File: config.mk
export PLATFORM = sky130hd
export DESIGN_NAME = mult_div_ctrl
export DESIGN_NICKNAME = d
export VERILOG_FILES = /design/src/rtl/mult_div_ctrl.sv
export SDC_FILE = /design/constraint.sdc
export NUM_CORES = 1
export LEC_CHECK = 0
export ABC_AREA = 1
export CORE_MARGIN = 2
export CORE_UTILIZATION = 40
export DETAILED_ROUTE_END_ITERATION = 8
export PLACE_DENSITY_LB_ADDON = 0.1
export SLEW_MARGIN = 10
export SYNTH_ARGS = -nofsm -noshare
export SYNTH_HDL_FRONTEND = slang
export SYNTH_SLANG_ARGS = --single-unit
File: constraint.sdc
create_clock -name clk -period 4 [get_ports clk]
set_clock_uncertainty 0.15 [all_clocks]
set_input_delay 1.2 -clock clk [delete_from_list [all_inputs] [get_ports clk]]
set_output_delay 1.2 -clock clk [all_outputs]
set_load 0.03 [all_outputs]
File: src/rtl/mult_div_ctrl.sv
// HI/LO multiply/divide controller: iterative radix-4 Booth multiplier and restoring divider.
// Optional feature macro MULT_DIV_UNSIGNED_EN enables MULTU (op 10) and DIVU (op 11).
module mult_div_ctrl #(
    parameter int WIDTH      = 32,
    parameter int MULT_STEPS = WIDTH / 2
) (
    input  logic             clk,
    input  logic             rst_n,
    input  logic             start,
    input  logic [1:0]       op,
    input  logic [WIDTH-1:0] a,
    input  logic [WIDTH-1:0] b,
    input  logic             flush,
    input  logic             hi_we,
    input  logic             lo_we,
    input  logic [WIDTH-1:0] wdata,
    output logic [WIDTH-1:0] hi,
    output logic [WIDTH-1:0] lo,
    output logic             busy,
    output logic             done,
    output logic             div_zero
);
    localparam int AW = WIDTH + 2;
    localparam int CW = $clog2(WIDTH + 1);
`ifdef MULT_DIV_UNSIGNED_EN
    localparam int LW = AW;
`else
    localparam int LW = WIDTH;
`endif

    typedef enum logic [2:0] {
        S_IDLE    = 3'd0,
        S_MULT    = 3'd1,
        S_DIV     = 3'd2,
        S_DIV_FIX = 3'd3,
        S_DONE    = 3'd4
    } state_t;

    state_t            state_r;
    state_t            state_s;
    logic [CW-1:0]     cnt_r;
    logic [AW-1:0]     mcand_r;
    logic [AW-1:0]     mq_r;
    logic              prev_r;
    logic [AW-1:0]     acc_hi_r;
    logic [LW-1:0]     acc_lo_r;
    logic [WIDTH-1:0]  rem_r;
    logic [WIDTH-1:0]  quo_r;
    logic [WIDTH-1:0]  dvsr_r;
    logic              neg_q_r;
    logic              neg_r_r;
    logic              dz_r;
    logic [WIDTH-1:0]  hi_r;
    logic [WIDTH-1:0]  lo_r;

    logic              is_uns_s;
    logic              accept_s;
    logic              mult_last_s;
    logic              div_last_s;
    logic              dvsr_zero_s;
    logic              mul_commit_s;
    logic              div_commit_s;
    logic              busy_s;
    logic              done_s;
    logic [AW-1:0]     ext_a_s;
    logic [AW-1:0]     ext_b_s;
    logic [WIDTH-1:0]  abs_a_s;
    logic [WIDTH-1:0]  abs_b_s;
    logic [AW-1:0]     pp_s;
    logic [AW-1:0]     mul_sum_s;
    logic [AW-1:0]     mul_hi_nx_s;
    logic [LW-1:0]     mul_lo_nx_s;
    logic [WIDTH-1:0]  mul_hi_res_s;
    logic [WIDTH-1:0]  mul_lo_res_s;
    logic [WIDTH:0]    div_trial_s;
    logic [WIDTH-1:0]  rem_nx_s;
    logic [WIDTH-1:0]  quo_nx_s;
    logic [WIDTH-1:0]  q_fix_s;
    logic [WIDTH-1:0]  r_fix_s;

`ifdef MULT_DIV_UNSIGNED_EN
    logic              uns_r;
    assign is_uns_s    = op[1];
    assign mult_last_s = (cnt_r == (uns_r ? CW'(MULT_STEPS) : CW'(MULT_STEPS - 1)));
`else
    logic              unused_op_s;
    assign unused_op_s = op[1];
    assign is_uns_s    = 1'b0;
    assign mult_last_s = (cnt_r == CW'(MULT_STEPS - 1));
`endif

    assign accept_s     = start && !flush && ((state_r == S_IDLE) || (state_r == S_DONE));
    assign div_last_s   = (cnt_r == CW'(WIDTH - 1));
    assign dvsr_zero_s  = (dvsr_r == {WIDTH{1'b0}});
    assign mul_commit_s = (state_r == S_MULT) && mult_last_s && !flush;
    assign div_commit_s = (state_r == S_DIV_FIX) && !flush;

    assign ext_a_s = is_uns_s ? {2'b00, a} : {{2{a[WIDTH-1]}}, a};
    assign ext_b_s = is_uns_s ? {2'b00, b} : {{2{b[WIDTH-1]}}, b};
    assign abs_a_s = (!is_uns_s && a[WIDTH-1]) ? ({WIDTH{1'b0}} - a) : a;
    assign abs_b_s = (!is_uns_s && b[WIDTH-1]) ? ({WIDTH{1'b0}} - b) : b;

    // Booth digit recoding from the two low multiplier bits and the previously consumed bit
    always_comb begin
        pp_s = {AW{1'b0}};
        case ({mq_r[1:0], prev_r})
            3'b001, 3'b010: pp_s = mcand_r;
            3'b011:         pp_s = {mcand_r[AW-2:0], 1'b0};
            3'b100:         pp_s = {AW{1'b0}} - {mcand_r[AW-2:0], 1'b0};
            3'b101, 3'b110: pp_s = {AW{1'b0}} - mcand_r;
            default:        pp_s = {AW{1'b0}};
        endcase
    end

    assign mul_sum_s   = acc_hi_r + pp_s;
    assign mul_hi_nx_s = {{2{mul_sum_s[AW-1]}}, mul_sum_s[AW-1:2]};
    assign mul_lo_nx_s = {mul_sum_s[1:0], acc_lo_r[LW-1:2]};

    // Product alignment: the unsigned run shifts two extra bits into the low half
    always_comb begin
        mul_hi_res_s = mul_hi_nx_s[WIDTH-1:0];
        mul_lo_res_s = mul_lo_nx_s[LW-1:LW-WIDTH];
`ifdef MULT_DIV_UNSIGNED_EN
        if (uns_r) begin
            mul_hi_res_s = {mul_hi_nx_s[WIDTH-3:0], mul_lo_nx_s[AW-1:WIDTH]};
            mul_lo_res_s = mul_lo_nx_s[WIDTH-1:0];
        end else begin
            mul_hi_res_s = mul_hi_nx_s[WIDTH-1:0];
            mul_lo_res_s = mul_lo_nx_s[AW-1:2];
        end
`endif
    end

    assign div_trial_s = {rem_r, quo_r[WIDTH-1]} - {1'b0, dvsr_r};
    assign rem_nx_s    = div_trial_s[WIDTH] ? {rem_r[WIDTH-2:0], quo_r[WIDTH-1]} : div_trial_s[WIDTH-1:0];
    assign quo_nx_s    = {quo_r[WIDTH-2:0], ~div_trial_s[WIDTH]};
    assign q_fix_s     = neg_q_r ? ({WIDTH{1'b0}} - quo_r) : quo_r;
    assign r_fix_s     = neg_r_r ? ({WIDTH{1'b0}} - rem_r) : rem_r;

    // State register
    always_ff @(posedge clk or negedge rst_n) begin
        if (!rst_n) begin
            state_r <= S_IDLE;
        end else begin
            state_r <= state_s;
        end
    end

    // Next-state logic; flush overrides every transition
    always_comb begin
        state_s = state_r;
        case (state_r)
            S_IDLE:    state_s = accept_s ? (op[0] ? S_DIV : S_MULT) : S_IDLE;
            S_MULT:    state_s = mult_last_s ? S_DONE : S_MULT;
            S_DIV:     state_s = dvsr_zero_s ? S_DONE : (div_last_s ? S_DIV_FIX : S_DIV);
            S_DIV_FIX: state_s = S_DONE;
            S_DONE:    state_s = accept_s ? (op[0] ? S_DIV : S_MULT) : S_IDLE;
            default:   state_s = S_IDLE;
        endcase
        if (flush) begin
            state_s = S_IDLE;
        end else begin
            state_s = state_s;
        end
    end

    // Output decode from the registered state
    always_comb begin
        busy_s = 1'b0;
        done_s = 1'b0;
        case (state_r)
            S_MULT, S_DIV, S_DIV_FIX: busy_s = 1'b1;
            S_DONE:                   done_s = 1'b1;
            default: begin
                busy_s = 1'b0;
                done_s = 1'b0;
            end
        endcase
    end

    // Operand capture and per-cycle multiply/divide iteration
    always_ff @(posedge clk or negedge rst_n) begin
        if (!rst_n) begin
            cnt_r    <= {CW{1'b0}};
            mcand_r  <= {AW{1'b0}};
            mq_r     <= {AW{1'b0}};
            prev_r   <= 1'b0;
            acc_hi_r <= {AW{1'b0}};
            acc_lo_r <= {LW{1'b0}};
            rem_r    <= {WIDTH{1'b0}};
            quo_r    <= {WIDTH{1'b0}};
            dvsr_r   <= {WIDTH{1'b0}};
            neg_q_r  <= 1'b0;
            neg_r_r  <= 1'b0;
            dz_r     <= 1'b0;
`ifdef MULT_DIV_UNSIGNED_EN
            uns_r    <= 1'b0;
`endif
        end else if (accept_s) begin
            cnt_r    <= {CW{1'b0}};
            mcand_r  <= ext_a_s;
            mq_r     <= ext_b_s;
            prev_r   <= 1'b0;
            acc_hi_r <= {AW{1'b0}};
            acc_lo_r <= {LW{1'b0}};
            rem_r    <= {WIDTH{1'b0}};
            quo_r    <= abs_a_s;
            dvsr_r   <= abs_b_s;
            neg_q_r  <= !is_uns_s && (a[WIDTH-1] ^ b[WIDTH-1]);
            neg_r_r  <= !is_uns_s && a[WIDTH-1];
            dz_r     <= 1'b0;
`ifdef MULT_DIV_UNSIGNED_EN
            uns_r    <= is_uns_s;
`endif
        end else begin
            case (state_r)
                S_MULT: begin
                    acc_hi_r <= mul_hi_nx_s;
                    acc_lo_r <= mul_lo_nx_s;
                    mq_r     <= {{2{mq_r[AW-1]}}, mq_r[AW-1:2]};
                    prev_r   <= mq_r[1];
                    cnt_r    <= cnt_r + 1'b1;
                end
                S_DIV: begin
                    dz_r  <= dvsr_zero_s;
                    rem_r <= rem_nx_s;
                    quo_r <= quo_nx_s;
                    cnt_r <= cnt_r + 1'b1;
                end
                default: cnt_r <= cnt_r;
            endcase
        end
    end

    // Architectural HI/LO: result commit on entry to DONE, MTHI/MTLO only while idle
    always_ff @(posedge clk or negedge rst_n) begin
        if (!rst_n) begin
            hi_r <= {WIDTH{1'b0}};
            lo_r <= {WIDTH{1'b0}};
        end else if (mul_commit_s) begin
            hi_r <= mul_hi_res_s;
            lo_r <= mul_lo_res_s;
        end else if (div_commit_s) begin
            hi_r <= r_fix_s;
            lo_r <= q_fix_s;
        end else if (!busy_s) begin
            if (hi_we) begin
                hi_r <= wdata;
            end
            if (lo_we) begin
                lo_r <= wdata;
            end
        end
    end

    assign hi       = hi_r;
    assign lo       = lo_r;
    assign busy     = busy_s;
    assign done     = done_s;
    assign div_zero = done_s && dz_r;

endmodule

==> key figures <==
Clocking
  • CTS tree: yes
  • Post-CTS Hold Buffers: 0
  • CTS max path bufs: 3
  • CTS root buffer: clkbuf_16
  • Clk sink count: between 200 and 300
  • Skew-Pair Late Insertion Delay: around 0.56 ns
  • H-tree depth: 2
  • CTS Buf Count: 39
  • Clock slew at reported path FFs: about 0.06 ns

Finish
  • Fillers: about 5,700
  • Layout cells sized above 1: 0.08164
  • Commonest non-fill, non-tap cell in the layout: nand2_1
  • Multi-input logic area: 12,910 sq um
  • Most frequent cells in the layout: nand2_1 (1,079), inv_1 (402), nand3_1 (306)
  • Final non-filler cell area: 27,150 sq um
  • Syn-to-layout area delta: 21.87%
  • Cell Count, Final, Fillers Out: 4,448
  • Post-layout util: 0.4928
  • Storage element area: 7483 sq um
  • Total Nets Final: a little under 4,000

Route
  • DRT iter0 DRCs: about 1,900
  • # DRC: 0
  • First-pass detailed-route iteration total: 6
  • Drt via density: about 5.4
  • Final ANT Viol Nets: 0
  • Wire per inst: ~21 microns
  • Routed wire length: roughly 93,000 microns
  • Vias: roughly 24,000

Critical path
  • FF-to-FF End: hi[18]
  • Worst-path maximum fanout: 4
  • Worst setup SP type: flop
  • Critical path arrival: between 4 and 5 ns
  • Worst Setup Path Type: reg -> reg
  • CP Capture Type: flop
  • Reg2Reg Launch Point: mcand_r[1]
  • Most Frequent Cell on Critical Path: nand2_1
  • Required time worst endpoint: roughly 4.3 ns
  • Worst path slowest cell: ha_1
  • Reg2reg setup slack: between 0.15 and 0.2 ns
  • Worst-path cell chain: inv_2 -> ha_1 -> nand2_1 -> nor2_4 -> nand3_1 -> buf_4 -> xor2_1 -> a221oi_1 -> o21ai_0 -> ha_1 -> nand2_1 -> nor2_1 -> nand2_1 -> nand2_1 -> nand2_1 -> nand2_1 -> inv_1 -> o21ai_0 -> nor2_1 -> nor2_1 -> nor2_1 -> nor2_1
  • Crit-path max cell delay: 0.43 ns
  • R2r worst-path depth: 22

Floorplanning
  • Rows: 86
  • Die X: 240.0 microns
  • Ports: between 150 and 200
  • Die footprint: 57,600 sq um
  • Starting Density: 0.4043
  • Core area: 55,090 sq um
  • Die height: 240.0 microns

Timing
  • RSZ-0062 raised after global routing: yes
  • Fmax: between 200 and 300 MHz
  • Final Max Tran Viols: 0
  • Hold WS: about 0.32 ns
  • Setup Total Neg Slack: 0 ns
  • Max-slew headroom: 0.4427
  • Hold Violations, Final: 0
  • Fin crit share: 0.9534
  • Actual slew at the worst max-slew pin: slightly above 0.8 ns
  • # setup viols final: 0
  • Crit path time final: around 3.8 ns

Job
  • Max-Cap Viols: 0

Global routing
  • Initial antenna violation count: 5
  • Largest net degree at the start of global routing: 94
  • Tot GR Track Use: 0.3203
  • GRT overflow: 0
  • Vias in the first global route: between 20,000 and 25,000
  • First-pass GRT wire length: about 140,000 microns

Placed design
  • HPWL after DPL: 73,480 microns
  • Routability cong.: around 0.97
  • Placed insts: approximately 4,400
  • Dpl cell area: around 26,000 sq um
  • Port Buffer Count: between 150 and 200

Synth
  • Post-synthesis compound-gate area fraction: 0.1557
  • Sequential-to-total area share from yosys stat: 0.3359
  • Mux cell area share after synthesis: 0.0009548
  • Combinational family with the most area after synthesis: simple AND/OR/NAND/NOR gates
  • Post-synthesis simple-gate area fraction: 0.3508
  • Post-Synthesis Cells: 3,429
  • EDFF count, synth: 0
  • Largest area contributor in the netlist: dfrtp_1
  • #FFs+latches synth: approximately 300
  • Syn nets: 3,606
  • Top_reg_cell synth: dfrtp_1
  • Post-Synth XOR/XNOR Area: 0.02044
  • Adder-Cell Fraction of Synth Area: 0.04168
  • Largest cells by area after synthesis: dfrtp_1 (34%), nand2_1 (18%), nand3_1 (7.0%)
  • Async SR Flop Fraction: 1.000
  • Synth top area share: 0.3359
  • Mapped cell area: around 22,000 sq um
  • Mean post-synth cell area: 6.496 sq um
  • Post-synth cell types: 60
  • Ys Warns: 0

Min path
  • Hold_sp: lo[26]
  • Worst hold path type: reg -> reg
  • Hold-critical path depth: 2
  • Hold Path Sink: lo[26]

Outcome
  • Status: finished clean

Pwr
  • Clock power share: 0.230
  • PwrDens: roughly 600 nW/um^2
  • Logic gate share of total power: 0.505
  • Leakage: approximately 13 nW
  • Seq pwr share: 0.265
  • Psw: approximately 7.4 mW
  • Internal: slightly below 9 mW
  • Sw Ratio: 0.4580
  • Worst vdd ir: 0.4060 mV
layout make-up:
type | count | area share
multi-input cells | 2594 | 0.4754
flip-flops and latches | 299 | 0.2756
repair buffers | 319 | 0.1072
inverters | 419 | 0.05798
clock buffers | 53 | 0.04162
well taps | 748 | 0.03447
clock inverters | 15 | 0.007558
diodes | 1 | 0.00009217
repair_timing:
action | CTS | global route
gates resized for setup | 3 | 48
buffers inserted | 1 | 7
pin swaps | 1 | 6
endpoints found under the setup margin | 4 | 39
power groups by stage:
| stage | sequential [mW] | clock, mW | combinational [mW] |
|---|---|---|---|
| after floorplan | 4.25 | 0 | 4.96 |
| after CTS | 4.23 | 3.76 | 7.87 |
| after global routing | 4.34 | 3.86 | 8.98 |
| final | 4.26 | 3.71 | 8.13 |
| after detailed placement | 4.28 | 0 | 7.82 |
| after global placement | 4.27 | 0 | 7.77 |
flip-flops by register name (all words and copies together), names as in the netlist, 32 cells and up:
signal / cells
acc_hi_r: 32
dvsr_r: 32
hi: 32
lo: 32
mcand_r: 32
mq_r: 33
quo_r: 32
rem_r: 32
Yosys cell counts (all sizes together) (18+ instances only):
cell    count
inv       418
nor4       21
a21oi     134
dfrtp     299
a31oi      31
nand2    1086
ha         71
xnor2      26
nand3b     18
nand4      46
buf        59
xor2       26
o22ai      52
nor2      317
o211ai     29
nor3       44
nand3     315
clkbuf     58
o21ai     282
stage by stage:
step	setup WS (ns)	total power [mW]
after detailed placement	-0.04643	12.10
after CTS	0.01053	15.86
after global routing	-0.02598	17.18
after floorplan	0.7812	9.205
final	0.1865	16.10
after global placement	0.05347	12.03
worst max-delay path: cells and delay by family, from the launching register on:
kind                       cells  cell delay [ns]
buffers and inverters          3             0.29
and+or+nand+nor               13             1.36
adders and majority gates      2             0.60
AOI/OAI and AO/OA              3             0.79
DFF                            1             0.39
xor gates and xnor gates       1             0.15
layer usage:
layer,up-vias,GRT usage,part of all wire
li1,11790,-,-
met1,11360,0.4376,0.45
met2,769,0.5122,0.45
met3,140,0.04282,0.059
met4,6,0.1284,0.044
met5,-,0,0.00047
cells by family after synthesis:
logic type / Yosys count
multiplexers: 2
AND/OR/NAND/NOR: 1861
XOR/XNOR: 52
AO/OA/AOI/OAI: 606
buffers and inverters: 536
adder cells (fa/ha/maj): 73
flip-flops: 299
worst max-delay path by stage:
stage	start	endpoint	depth (start not counted)
after floorplan	mcand_r[0]	hi[25]	26
after global placement	mcand_r[1]	hi[29]	25
after detailed placement	mcand_r[1]	hi[30]	21
after CTS	mcand_r[1]	hi[30]	21
after global routing	mcand_r[1]	acc_hi_r[28]	20
final	mcand_r[1]	hi[18]	22
(Power assumes the default switching activity.)
